==> src/rtl/miner_pkg.sv <==
// Shared definitions for the miner control path: the controller state
// encoding observed by the shift timer.
package miner_pkg;

  localparam int CTRL_STATE_W = 3;

  typedef enum logic [CTRL_STATE_W-1:0] {
    IDLE      = 3'b000,
    LOAD_MID  = 3'b001,
    LOAD_REM  = 3'b010,
    HASH_RUN  = 3'b011,
    HASH_WAIT = 3'b100,
    NEXT      = 3'b101,
    FOUND     = 3'b110,
    EXHAUSTED = 3'b111
  } ctrl_state_t;

endpackage

==> src/rtl/hash_watchdog.sv <==
// Cycle counter that flags a hash core that never answers. Counts while
// enabled, clears on request; TIMEOUT of 0 disables the expired flag.
module hash_watchdog #(
  parameter int unsigned TIMEOUT = 1023
) (
  input  logic clk,
  input  logic n_rst,
  input  logic clr,
  input  logic en,
  output logic expired
);

  localparam int CNT_W = (TIMEOUT < 1) ? 1 : $clog2(TIMEOUT + 1);

  logic [CNT_W-1:0] cnt_q, cnt_d;

  // Expiry fires during the cycle whose increment would reach TIMEOUT, so
  // the owner leaves its wait state exactly TIMEOUT cycles after entry.
  assign expired = (TIMEOUT != 0) && en && (cnt_q == CNT_W'(TIMEOUT - 1));

  always_comb begin
    cnt_d = cnt_q;
    if (clr) begin
      cnt_d = '0;
    end else if (en && !expired) begin
      cnt_d = cnt_q + CNT_W'(1);
    end
  end

  always_ff @(posedge clk) begin
    if (!n_rst) begin
      cnt_q <= '0;
    end else begin
      cnt_q <= cnt_d;
    end
  end

endmodule

==> src/rtl/mining_sequencer.sv <==
// Job sequencer: walks header loading, then hashes each nonce of the
// configured range until a hit, exhaustion, timeout or abort.
module mining_sequencer #(
  parameter int          NONCE_W      = 32,
  parameter int unsigned HASH_TIMEOUT = 1023
) (
  input  logic               clk,
  input  logic               n_rst,
  input  logic               job_start,
  input  logic               abort,
  input  logic [NONCE_W-1:0] nonce_first,
  input  logic [NONCE_W-1:0] nonce_last,
  input  logic               midstate_shifts_done,
  input  logic               remaining_shifts_done,
  input  logic               hash_done,
  input  logic               hash_lt_target,
  output logic [2:0]         controller_state,
  output logic               hash_start,
  output logic [NONCE_W-1:0] nonce,
  output logic               found,
  output logic               exhausted,
  output logic               timeout_err,
  output logic               busy
);

  import miner_pkg::*;

  ctrl_state_t        state_q, state_d;
  logic [NONCE_W-1:0] nonce_q, nonce_d;
  logic [NONCE_W-1:0] last_q, last_d;
  logic               found_q, found_d;
  logic               exhausted_q, exhausted_d;
  logic               timeout_q, timeout_d;
  logic               wd_expired;

  // Counter is held clear outside HASH_WAIT, so every entry starts at zero.
  hash_watchdog #(
    .TIMEOUT (HASH_TIMEOUT)
  ) u_watchdog (
    .clk     (clk),
    .n_rst   (n_rst),
    .clr     (state_q != HASH_WAIT),
    .en      (state_q == HASH_WAIT),
    .expired (wd_expired)
  );

  always_comb begin
    state_d     = state_q;
    nonce_d     = nonce_q;
    last_d      = last_q;
    found_d     = found_q;
    exhausted_d = exhausted_q;
    timeout_d   = timeout_q;
    if (abort) begin
      state_d = IDLE;
    end else begin
      case (state_q)
        IDLE, FOUND, EXHAUSTED: begin
          if (job_start) begin
            state_d     = LOAD_MID;
            nonce_d     = nonce_first;
            last_d      = nonce_last;
            found_d     = 1'b0;
            exhausted_d = 1'b0;
            timeout_d   = 1'b0;
          end
        end
        LOAD_MID:  if (midstate_shifts_done) state_d = LOAD_REM;
        LOAD_REM:  if (remaining_shifts_done) state_d = HASH_RUN;
        HASH_RUN:  state_d = HASH_WAIT;
        HASH_WAIT: begin
          if (hash_done) begin
            if (hash_lt_target) begin
              state_d = FOUND;
              found_d = 1'b1;
            end else begin
              state_d = NEXT;
            end
          end else if (wd_expired) begin
            state_d   = IDLE;
            timeout_d = 1'b1;
          end
        end
        NEXT: begin
          // Inclusive bound; the increment wraps naturally for reversed ranges.
          if (nonce_q == last_q) begin
            state_d     = EXHAUSTED;
            exhausted_d = 1'b1;
          end else begin
            nonce_d = nonce_q + NONCE_W'(1);
            state_d = HASH_RUN;
          end
        end
        default: state_d = IDLE;
      endcase
    end
  end

  always_ff @(posedge clk) begin
    if (!n_rst) begin
      state_q     <= IDLE;
      nonce_q     <= '0;
      last_q      <= '0;
      found_q     <= 1'b0;
      exhausted_q <= 1'b0;
      timeout_q   <= 1'b0;
    end else begin
      state_q     <= state_d;
      nonce_q     <= nonce_d;
      last_q      <= last_d;
      found_q     <= found_d;
      exhausted_q <= exhausted_d;
      timeout_q   <= timeout_d;
    end
  end

  assign controller_state = state_q;
  assign hash_start       = (state_q == HASH_RUN);
  assign nonce            = nonce_q;
  assign found            = found_q;
  assign exhausted        = exhausted_q;
  assign timeout_err      = timeout_q;
  assign busy             = !((state_q == IDLE) || (state_q == FOUND) ||
                              (state_q == EXHAUSTED));

endmodule

==> config.mk <==
export PLATFORM = sky130hd
export DESIGN_NAME = mining_sequencer
export DESIGN_NICKNAME = d
export VERILOG_FILES = /design/src/rtl/miner_pkg.sv /design/src/rtl/hash_watchdog.sv /design/src/rtl/mining_sequencer.sv
export SDC_FILE = /design/constraint.sdc
export NUM_CORES = 1
export LEC_CHECK = 0
export BUFFER_PORTS_ARGS = -buffer_cell sky130_fd_sc_hd__buf_4
export CAP_MARGIN = 25
export CELL_PAD_IN_SITES_DETAIL_PLACEMENT = 1
export CELL_PAD_IN_SITES_GLOBAL_PLACEMENT = 1
export CORE_MARGIN = 8
export CORE_UTILIZATION = 39
export DETAILED_ROUTE_END_ITERATION = 8
export PLACE_DENSITY = 0.83
export SLEW_MARGIN = 20
export SYNTH_ARGS = -nofsm -noshare
export SYNTH_HDL_FRONTEND = slang
export SYNTH_SLANG_ARGS = --single-unit
==> constraint.sdc <==
create_clock -name clk -period 2.33 [get_ports clk]
set_clock_uncertainty 0.05 [all_clocks]
set_input_delay 0.466 -clock clk [delete_from_list [all_inputs] [get_ports clk]]
set_output_delay 0.466 -clock clk [all_outputs]
set_load 0.03 [all_outputs]
# --- Word-level counts from Yosys, hierarchy flattened ---
# Cells that the tools add are included.
totals:
  mem_bits_rw: 0
  latch_bits: 0
  memories: 0
  mem_bits_ro: 0
  elab_cells: 69
  register_bits: 80
op_classes:
  reduce_logical: 18
  n_eq_ne: 20
  mul: 0
  mux: 20
  div_mod_pow: 0
  addsub: 2
  n_lt_le_gt_ge: 0
  bitwise_logic: 2
  n_shift: 0
ops:
  columns: ["cell", "count"]
  rows:
  - ["32-bit two-way mux", 2]
  - ["32-bit one-hot mux with 2 select lines", 1]
  - ["32-bit by 1-bit adder with 32-bit output (second input constant)", 1]
  - ["32-bit == test", 1]
  - ["3-bit two-way mux", 6]
  - ["2-bit inequality test (second input constant)", 9]
  - ["3-bit one-hot mux with 6 select lines", 1]
  - ["3-bit == test (second input constant)", 4]
  - ["4-bit AND reduction", 3]
  - ["10-bit by 1-bit adder with 10-bit output (second input constant)", 1]
  - ["10-bit == test (second input constant)", 1]
  - ["5-bit AND reduction", 2]
  - ["3-bit by 2-bit == test with 1-bit output (second input constant)", 2]
  - ["1-bit two-way mux", 6]
  - ["3-bit inequality test (second input constant)", 2]
  - ["1-bit one-hot mux with 2 select lines", 3]
  - ["2-bit nonzero test", 2]
  - ["2-bit OR reduction", 2]
  - ["3-bit by 1-bit == test with 1-bit output (second input constant)", 1]
  - ["3-bit logical NOT", 1]
  - ["3-bit AND reduction", 1]
  - ["3-bit OR reduction", 1]
  - ["1-bit logical AND", 2]
  - ["1-bit logical NOT", 2]
  - ["other kinds (3)", 5]

# --- Longest topological paths before layout ---
# Gate-level depths: netlist of the first run.
depth:
  depth_word: 5
  ltp_mapped: 9
  depth_no_buf: 8

# --- Hierarchy ---
# From an unflattened synthesis of the first run, not the netlist that was laid out.
unflattened:
  cells_unflattened: 597
  hier_area_um2: 4609.4
by_module_without_submodules:
  columns: ["module", "cells_each", "area_per_inst_um2", "instances", "seq_area_each_um2"]
  rows:
  - ["mining_sequencer", 536, 4092.7, 1, 1401.3]
  - ["hash_watchdog", 61, 516.7, 1, 200.2]

# --- Worst setup path before layout of the first run ---
# No wires, ideal clock.
synth_path:
  path_type: "reg-to-reg"
  start: "reg state_q[0] (netlist: controller_state[0])"
  end: "reg found_q (netlist: found)"
  required_ns: 2.216
  arrival_ns: 2.507
  slack_ns: -0.291
  stages_incl_launch_ff: 10
  synth_period_minus_slack_ns: 2.621
  setup_ns: 0.064
  path_cell_list: "dfxtp_1 buf_4 nor2_4 a21boi_0 or2_2 clkbuf_1 buf_6 buf_2 nand2_1 nor2_1"
synth_via:
  elab_chain_len: 4
  word_cells_on_any_way: 11
  cone_classes: "eq/ne (6); mux (1); reduce/logical (4)"
synth_rtl:
  columns: ["element", "line_no", "rtl"]
  rows:
  - ["start: declaration", "mining_sequencer.sv:28", "ctrl_state_t state_q, state_d;"]
  - ["start signal: assignment", "mining_sequencer.sv:108", "state_q <= state_d;"]
  - ["3-bit == test / 3-bit logical NOT (equally long branches)", "mining_sequencer.sv:57", "case (state_q)"]
  - ["3-bit OR reduction", "mining_sequencer.sv:57", null]
  - ["2-bit inequality test (no line) / 2-bit nonzero test (equally long branches)", null, null]
  - ["5-bit AND reduction (no line)", null, null]
  - ["end signal: assignment", "mining_sequencer.sv:111", "found_q <= found_d;"]
  - ["end: declaration", "mining_sequencer.sv:31", "logic found_q, found_d;"]
# Several ways; a longest one is shown, not always the timed one.
# A chain may end at the register's enable or synchronous reset.

# --- Final worst setup path of the first run ---
layout_path:
  start: "reg nonce_q[6] (netlist: nonce[6])"
  end: "reg nonce_q[21] (netlist: nonce[21])"
layout_via:
  elab_chain_len: 3
  word_cells_on_any_way: 6
  cone_classes: "add/sub (1); eq/ne (2); mux (2); reduce/logical (1)"
layout_rtl:
  columns: ["element", "line_no", "rtl"]
  rows:
  - ["start: declaration", "mining_sequencer.sv:29", "logic [NONCE_W-1:0] nonce_q, nonce_d;"]
  - ["start signal: assignment", "mining_sequencer.sv:109", "nonce_q <= nonce_d;"]
  - ["32-bit by 1-bit adder with 32-bit output / 32-bit == test (equally long branches)", "mining_sequencer.sv:90, mining_sequencer.sv:86", null]
  - ["32-bit two-way mux / 2-bit inequality test (equally long branches)", null, null]
  - ["32-bit one-hot mux with 2 select lines / 4-bit AND reduction (equally long branches)", null, null]
# Several ways; a longest one is shown, not always the timed one. The select of a mux whose other input is x is not followed.

==> results of run 1 <==
## sequential cells by signal, summed over array words and instances (netlist names)
name              cells
timeout_err           1
nonce                32
u_watchdog.cnt_q     10
exhausted             1
found                 1
controller_state      3
last_q               32
## worst max-delay path by stage
stage,slack [ns],to,cells after the start,from
floorplan,0.05,nonce[23],7,controller_state[0]
global placement,0.05,nonce[30],6,nonce[11]
detailed placement,0.02,nonce[23],7,nonce[16]
CTS,0.009,nonce[28],7,nonce[0]
global route,0.004,nonce[23],7,nonce[31]
finish,0.05,nonce[21],7,nonce[6]
## per-layer routing
metal,part of all wire [%],vias up,GRT usage (%)
li1,-,2397,-
met4,1.9,0,7.96
met1,41,2520,30.1
met5,0,-,0
met3,8.0,33,6.53
met2,49,212,41.6
## cell families (layout without fill, tap and decap cells)
kind of cell    Yosys count  after routing  synth area share (%)
xor+xnor                 39             39                  7.51
flops                    80             80                  35.2
simple gates            254            254                  28.0
mux                       7              7                  1.57
compound gates          156            156                  21.8
buf+inv                  43            187                  5.06
fa+ha+maj                 3              3                 0.825
## critical path: cells and delay by family, from the launching register on
kind | cells | cell delay [ns]
AO/OA/AOI/OAI | 1 | 0.60
buffers and inverters | 1 | 0.14
AND/OR/NAND/NOR | 4 | 0.67
XOR/XNOR | 1 | 0.23
flip-flops | 1 | 0.49
## power breakdown
part           internal [mW]  total (mW)  switching, mW
combinational          0.296       0.681          0.384
clock                  0.999        1.60          0.596
sequential              1.44        1.52         0.0850
## repair_timing
item                                    in CTS  in global routing
pin swaps                                    0                  4
resized for setup                            4                 15
endpoints found under the setup margin       4                 18
## cells in the final DEF (no fill, tap or decap), drive strengths merged, types with 9 or more instances in the layout
| cell type | n |
|---|---|
| buf | 165 |
| nand2 | 104 |
| dfxtp | 80 |
| a21oi | 72 |
| nor2 | 44 |
| xor2 | 35 |
| o21ai | 21 |
| nand3 | 20 |
| nor3 | 17 |
| and3 | 13 |
| nand4 | 12 |
| clkbuf | 12 |
| nor4 | 12 |
| a31oi | 11 |
| a211oi | 9 |
## layout make-up
cell class,instances,area (um2)
clock buffers,12,256
clock inverters,4,76.3
fillers,1421,5240
inverters,6,22.5
multi-input cells,459,2780
flip-flops and latches,80,1610
well taps,143,179
repair buffers,165,1250
==> impl_metrics.json, run 1 <==
{
  "cts_buffer_depth": 2,
  "die_x_um": 124,
  "cts_tree": "built",
  "grt_pass1_vias": 5355,
  "fin_nets": 796,
  "grt_pass1_wl_um": 29100,
  "stdcell_count": 869,
  "vias": 5162,
  "via_per_inst": 5.94,
  "maxCapViolations": 0,
  "cellPowerDensity_mw_per_mm2": 615,
  "utilization_pct": 54.1,
  "hp-class": "input port to register",
  "outcome": "complete, no violations",
  "vdd_drop_max_uv": 549,
  "start_util_pct": 39.8,
  "crit_arrival_ns": 2.48,
  "core_mm2": 0.0114,
  "grtUsageTotal_pct": 24.7,
  "crit_type": "register to register",
  "slowest_stage": "a21oi_1",
  "setup_viol": 0,
  "stdcell_area_mm2": 0.00617,
  "wl_per_cell_um": 21.7,
  "worstPathMaxFanout": 6,
  "ys_types": 70,
  "cp.required_ns": 2.53,
  "finalPower_mw": 3.80,
  "finalMaxSlewViolations": 0,
  "layout_min_cycle_time_ns": 2.28,
  "portBuffers": 111,
  "routed_wl_um": 18900,
  "end_kind": "register",
  "ys_warn_count": 0,
  "synth_most_common_cell": "nand2_1",
  "hold_viol": 0,
  "dpl.cell_count": 853,
  "min_to": "last_q[24]",
  "synth_cells": 582,
  "clk_pin_slew_ns": 0.06,
  "fin_hold_ws_ns": 0.314,
  "async_reset_ff_share_pct": 0,
  "rr_worst_depth": 7,
  "place_area_mm2": 0.00578,
  "hold_depth": 3,
  "start_kind": "register",
  "antenna_cells": 0,
  "reg2reg_to": "nonce[21]",
  "yosysTopAreaCell": "dfxtp_1",
  "timing.rr.start": "nonce[6]",
  "synth_area_leaders": "dfxtp_1, nand2_1, a21oi_1",
  "synthFlopType": "dfxtp_1",
  "rsz0062_at_grt": "false",
  "fmax_mhz": 438,
  "avgSynthCellArea_um2": 7.82,
  "synth-seq-cells": 80,
  "drt_iter0_markers": 419,
  "gp_congestion": 0.967,
  "antenna_found_initial": 0,
  "die_h_um": 124,
  "dieArea_mm2": 0.0154,
  "dp_hpwl_um": 14500,
  "hold_buffers": 0,
  "period_share_pct": 98.1,
  "cts-root-buf": "clkbuf_16",
  "htreeDepth": 3,
  "min-delay-start": "nonce_last[24]",
  "path_cells": "xor2_1 > nor4_2 > buf_4 > and4_1 > a21oi_1 > and3_1 > nor3_1",
  "place_ws_ns": 0.0157,
  "tns_ns": 0,
  "synth_common_cells": "nand2_1, dfxtp_1, a21oi_1",
  "r2r_slack_ns": 0.05,
  "drc": 0,
  "ant_nets": 0,
  "fin_ws_ns": 0.0454,
  "areaGrowthSynthToFinish_pct": 35.7,
  "globalRoute.totalOverflow": 0,
  "cts_setup_buffers": 0,
  "worstSkewPairLatency_ns": 0.35,
  "grt_max_degree": 51,
  "syn_area_mm2": 0.00455,
  "firstDrtPassIters": 6,
  "clkSinkCount": 80,
  "syn_nets": 657,
  "num_rows": 39,
  "leakage_nw": 2.56,
  "max_slew_margin_pct": 52.1,
  "yosysTopAreaCellShare_pct": 35.2,
  "synth_edf_count": 0,
  "synth-seq-area-share_pct": 35.2,
  "layout-drive-gt1-share_pct": 30.6,
  "io_pins": 112,
  "cts-buffers-inserted": 9,
  "cpPeakStageDelay_ns": 0.60,
  "worst_pin_slew_ns": 0.718
}
(Power assumes the default switching activity.)
==> run 2: changes to the inputs <==
--- a/config.mk
+++ b/config.mk
@@ -5,14 +5,15 @@
 export SDC_FILE = /design/constraint.sdc
 export NUM_CORES = 1
 export LEC_CHECK = 0
+export ABC_AREA = 1
 export BUFFER_PORTS_ARGS = -buffer_cell sky130_fd_sc_hd__buf_4
 export CAP_MARGIN = 25
 export CELL_PAD_IN_SITES_DETAIL_PLACEMENT = 1
 export CELL_PAD_IN_SITES_GLOBAL_PLACEMENT = 1
 export CORE_MARGIN = 8
-export CORE_UTILIZATION = 39
+export CORE_UTILIZATION = 37
 export DETAILED_ROUTE_END_ITERATION = 8
-export PLACE_DENSITY = 0.83
+export PLACE_DENSITY = 0.84
 export SLEW_MARGIN = 20
 export SYNTH_ARGS = -nofsm -noshare
 export SYNTH_HDL_FRONTEND = slang
==> run 2 against run 1 <==
Sequential power increased by 6%. Final area grew 3.7%. Register-to-register slack improved by 0.16 ns. Cell count is 31% higher. Clock power down 14%. Worst hold slack got worse by 0.00089 ns. Core utilization is 5.3 points lower. Critical path type unchanged.
==> impl_metrics.json, run 2 <==
{
  "routed_wl_um": 18900,
  "fmax_mhz": 471,
  "yosysTopAreaCellShare_pct": 32.5,
  "fin_hold_ws_ns": 0.313,
  "outcome": "complete, no violations",
  "globalRoute.totalOverflow": 0,
  "hold_viol": 0,
  "async_reset_ff_share_pct": 0,
  "clkPwrFrac_pct": 35.4,
  "ys_types": 32,
  "avgSynthCellArea_um2": 5.94,
  "cts_setup_buffers": 0,
  "comb_power_share_pct": 23.2,
  "cellPowerDensity_mw_per_mm2": 609,
  "antenna_found_initial": 0,
  "grt_max_degree": 57,
  "wl_per_cell_um": 16.6,
  "leakage_nw": 2.85,
  "stdcell_area_mm2": 0.00641,
  "final_common_cell": "nand2_1",
  "ant_nets": 0,
  "r2r_slack_ns": 0.20,
  "yosysTopAreaCell": "dfxtp_1",
  "finalMaxSlewViolations": 0,
  "dieArea_mm2": 0.0173,
  "period_share_pct": 91.2,
  "tns_ns": 0,
  "cts-root-buf": "clkbuf_16",
  "die_h_um": 131,
  "cts_buffer_depth": 2,
  "layout-drive-gt1-share_pct": 18.3,
  "grt_pass1_vias": 5817,
  "synth-seq-cells": 80,
  "place_area_mm2": 0.00610,
  "synth_area_leaders": "dfxtp_1, nand2_1, nor2_1",
  "syn_nets": 906,
  "synth_most_common_cell": "nand2_1",
  "netSwitchingFraction_pct": 33.2,
  "end_kind": "register",
  "setup_viol": 0,
  "fin_ws_ns": 0.205,
  "dp_hpwl_um": 14900,
  "layout_common_cells": "nand2_1, nor2_1, buf_4",
  "drt_iter0_markers": 306,
  "cts-buffers-inserted": 9,
  "worstPathMaxFanout": 7,
  "dpl.cell_count": 1121,
  "io_pins": 112,
  "stdcell_count": 1137,
  "synth_edf_count": 0,
  "synth_cells": 831,
  "ys_warn_count": 0,
  "crit_type": "register to register",
  "worst_pin_slew_ns": 0.556,
  "maxCapViolations": 0,
  "synth_common_cells": "nand2_1, nor2_1, dfxtp_1",
  "place_ws_ns": 0.113,
  "die_x_um": 131,
  "cp.required_ns": 2.53,
  "syn_area_mm2": 0.00493,
  "start_util_pct": 37.6,
  "core_mm2": 0.0131,
  "fin_nets": 1031,
  "switchingPower_mw": 1.29,
  "synth-seq-area-share_pct": 32.5,
  "clk_pin_slew_ns": 0.07,
  "htreeDepth": 3,
  "vdd_drop_max_uv": 284,
  "cts_tree": "built",
  "portBuffers": 111,
  "layout_min_cycle_time_ns": 2.13,
  "antenna_cells": 0,
  "vias": 5693,
  "worstSkewPairLatency_ns": 0.35,
  "seqPwrFrac_pct": 41.4,
  "via_per_inst": 5.01,
  "clkSinkCount": 80,
  "gp_congestion": 0.886,
  "areaGrowthSynthToFinish_pct": 29.8,
  "firstDrtPassIters": 4,
  "grt_pass1_wl_um": 30600,
  "start_kind": "register",
  "grtUsageTotal_pct": 21.8,
  "crit_arrival_ns": 2.32,
  "p_int_mw": 2.61,
  "drc": 0,
  "num_rows": 42,
  "rsz0062_at_grt": "false",
  "synthFlopType": "dfxtp_1",
  "max_slew_margin_pct": 62.9,
  "hp-class": "input port to register"
}
[run 2: changes by cell type after synthesis, moves of 10 or more]
cell,change
nand2_1,+184
nor2_1,+121
inv_1,+57
a21oi_1,-36
o21ai_0,+29
xor2_1,-28
nand3_1,+23
xnor2_1,+18
nand3b_1,+12
and3_1,-11
nor4_1,-10
[run 2: path summary, 6_finish.rpt]
| check | startpoint | endpoint | cells past startpoint |
|---|---|---|---|
| max | nonce[1] | nonce[20] | 10 |
| min | nonce_last[1] | last_q[1] | 3 |
| max reg2reg | nonce[1] | nonce[20] | 10 |
| min reg2reg | found | found | 2 |
[run 2: metal layers]
layer | GRT usage [%] | up-vias | wire length (um)
met1 | 29.2 | 2677 | 8700
met5 | 0 | - | 0
li1 | - | 2869 | -
met2 | 35.2 | 125 | 8670
met4 | 6.38 | 0 | 297
met3 | 3.62 | 22 | 1180
[run 2: critical path: stages (launching register included)]
cell and delay (ns):
dfxtp_1 0.49, ha_1 0.23, nand3_1 0.15, inv_1 0.13, nand2_1 0.20, nor2_2 0.23
nand3_1 0.17, o22ai_1 0.16, nand3_1 0.09, nand2_1 0.07, nor2_1 0.05
[run 2: final cells by class]
type / instances / area [um2]
fill: 1843 / 6730
multi-input combinational: 657 / 2970
sequential: 80 / 1610
timing repair buffer: 142 / 1080
inverter: 66 / 250
clock buffer: 10 / 239
tap: 176 / 220
clock inverter: 6 / 43.8
[run 2: through the flow]
step	util, %	total power [mW]
2_1_floorplan	-	2.14
3_3_place_gp	46.4	2.51
3_5_place_dp	46.4	2.54
4_1_cts	48.6	3.92
5_1_grt	48.8	4.09
6_report	48.8	3.90
[run 2: repair_timing]
| item | in CTS | in global routing |
|---|---|---|
| setup endpoints to repair | 0 | 42 |
| hold buffers | 0 | 0 |
| gates resized for setup | 0 | 9 |
[run 2: logic make-up (layout without fill, tap and decap cells)]
family                   Yosys count  in the layout  synth area share, %
AND/OR/NAND/NOR                  528            528                 43.7
AO/OA/AOI/OAI                     97             97                 10.3
buffers and inverters             94            224                 7.68
flip-flops                        80             80                 32.5
XOR/XNOR                          29             29                 5.15
adder cells (fa/ha/maj)            3              3                0.761
[run 2: power groups by stage]
| stage | sequential (mW) | clock, mW | combinational [mW] |
|---|---|---|---|
| 5_1_grt | 1.62 | 1.46 | 1.01 |
| 2_1_floorplan | 1.70 | 0 | 0.443 |
| 3_5_place_dp | 1.64 | 0 | 0.902 |
| 4_1_cts | 1.61 | 1.40 | 0.912 |
| 3_3_place_gp | 1.63 | 0 | 0.880 |
| 6_report | 1.61 | 1.38 | 0.906 |
==> run 3: changes to the inputs <==
==> constraint.sdc (replaced) <==
create_clock -name clk -period 2.33 [get_ports clk]
set_clock_uncertainty 0.05 [all_clocks]
set_input_delay 0 -clock clk [delete_from_list [all_inputs] [get_ports clk]]
set_output_delay 0 -clock clk [all_outputs]
set_load 0.03 [all_outputs]
==> run 3 against run 2 <==
Core utilization rose by 4.6 points. First-iteration DRC count rose by 15%. Power rose by 10%. Combinational power rose by 8.8%. Register-to-register slack got worse by 0.07 ns. Sequential power barely moved. Largest cell class unchanged. Sequential cell count did not move. Via count rose by 6.7%. Wire length rose by 11%. Critical endpoint is now nonce[22]. Clock power rose by 22%.
==> impl_metrics.json, run 3 (synthesis gave the netlist of run 2 again) <==
{
  "fmax_mhz": 456,
  "end_kind": "register",
  "min_to": "nonce[18]",
  "antenna_cells": 0,
  "globalRoute.totalOverflow": 0,
  "finalMaxSlewViolations": 0,
  "maxCapViolations": 0,
  "clkPwrFrac_pct": 39.3,
  "multi_input_area_mm2": 0.00297,
  "cp.required_ns": 2.57,
  "worstSkewPairLatency_ns": 0.36,
  "rr_worst_depth": 11,
  "portBuffers": 111,
  "io_pins": 112,
  "grt_pass1_wl_um": 33800,
  "num_rows": 42,
  "ant_nets": 0,
  "dieArea_mm2": 0.0173,
  "hold_viol": 0,
  "gp_congestion": 0.884,
  "max_slew_margin_pct": 61.1,
  "antenna_found_initial": 0,
  "routed_wl_um": 20800,
  "layout_min_cycle_time_ns": 2.19,
  "crit_arrival_ns": 2.43,
  "core_mm2": 0.0131,
  "htreeDepth": 3,
  "hp-class": "input port to register",
  "fin_nets": 1084,
  "wl_met3_um": 1130,
  "grtUsageTotal_pct": 24.2,
  "worstPathMaxFanout": 7,
  "dp_hpwl_um": 14300,
  "cts_tree": "built",
  "layout-drive-gt1-share_pct": 16.4,
  "start_util_pct": 37.6,
  "fin_hold_ws_ns": 0.00994,
  "hold_depth": 5,
  "drt_iter0_markers": 352,
  "tns_ns": 0,
  "critPathLaunch": "nonce[1]",
  "fillerInstances": 1786,
  "cellPowerDensity_mw_per_mm2": 613,
  "worstSetupPathDepth": 11,
  "grt_max_degree": 57,
  "drc": 0,
  "switchingPower_mw": 1.32,
  "netSwitchingFraction_pct": 30.7,
  "grt_pass1_vias": 6410,
  "highest_layer": "met4",
  "die_x_um": 131,
  "wl_per_cell_um": 17.5,
  "rsz0062_at_grt": "false",
  "layout_common_cells": "nand2_1, nor2_1, buf_4",
  "reg2reg_to": "nonce[22]",
  "die_h_um": 131,
  "vdd_drop_max_uv": 465,
  "worst_pin_slew_ns": 0.583,
  "via_per_inst": 5.11,
  "timing.rr.start": "nonce[1]",
  "clk_pin_slew_ns": 0.06,
  "cpPeakStageDelay_ns": 0.47,
  "vias": 6077,
  "areaGrowthSynthToFinish_pct": 42.0,
  "seq_area_mm2": 0.00160,
  "stdcell_area_mm2": 0.00701,
  "cts_setup_buffers": 0,
  "slowest_stage": "dfxtp_1",
  "seqPwrFrac_pct": 37.7,
  "cts-root-buf": "clkbuf_16",
  "min-delay-start": "nonce_first[18]",
  "firstDrtPassIters": 4,
  "comb_power_share_pct": 23.0,
  "crit_type": "register to register",
  "p_int_mw": 2.98,
  "leakage_nw": 3.09,
  "start_kind": "register",
  "cts_buffer_depth": 2,
  "place_area_mm2": 0.00606,
  "crit_buf_inv": 2,
  "final_common_cell": "nand2_1",
  "wl_met2_um": 9810,
  "outcome": "complete, no violations",
  "wl_met1_um": 9230,
  "setup_viol": 0,
  "path_cells": "ha_1 > nand3_1 > inv_1 > nand2_1 > nor2_2 > nand2_1 > o21ai_0 > nand3_1 > nand2_1 > inv_1 > nor2_1",
  "cp_common_cell": "nand2_1",
  "r2r_slack_ns": 0.14,
  "clkSinkCount": 80,
  "cts-buffers-inserted": 9,
  "period_share_pct": 94.2,
  "crit_family": "simple AND/OR/NAND/NOR gates"
}
## run 3: cell types whose count changed in the layout (fill, tap and decap cells not counted), moves of 3 or more
cell           delta
buf_4             -5
dfxtp_1           +3
dlygate4sd3_1    +58
dfxtp_2           -3
bufinv_16         +3
## run 3: final cells by class
cell class              instances  area share, %
flip-flops and latches         80           22.9
inverters                      66           3.57
multi-input cells             657           42.3
clock inverters                 5           1.48
clock buffers                  11           3.46
repair buffers                195           23.1
well taps                     176           3.14
## run 3: worst max-delay path by stage
stage                 endpoint  slack [ns]
floorplan           last_q[23]        0.22
global placement     nonce[18]        0.14
detailed placement   nonce[18]        0.09
CTS                  nonce[22]        0.04
global route         nonce[22]       0.008
finish               nonce[22]        0.14
## run 3: stage by stage
step                total power, mW  worst slack [ns]  util, %  cells
floorplan                      2.14             0.223        -    831
CTS                            4.28            0.0381     53.2   1190
global route                   4.46           0.00801     53.3   1190
global placement               2.49             0.137     46.2   1116
detailed placement             2.52            0.0916     46.2   1116
finish                         4.30             0.135     53.3   1190
## run 3: power by group through the flow
stage          Combinational (mW)  Clock, mW  Sequential, mW
2_1_floorplan               0.443          0            1.70
3_3_place_gp                0.858          0            1.64
3_5_place_dp                0.877          0            1.64
4_1_cts                     0.965       1.70            1.61
5_1_grt                      1.08       1.75            1.63
6_report                    0.986       1.69            1.62
## run 3: what timing repair did
item                       4_1_cts  5_1_grt
hold endpoints to repair        59        0
resized for setup                0        5
hold buffers                    58        0
setup endpoints to repair        0       25
## run 3: routing by layer
metal	vias to the layer above	global-route usage [%]
met5	-	0
met3	49	5.95
li1	2966	-
met2	170	40.3
met1	2892	28.8
met4	0	11.0
## run 3: worst min-delay path, stage by stage
cell and delay [ns]:
buf_4 0.09, o22ai_1 0.08, nand3_1 0.08, nand2_1 0.05, nor2_1 0.08
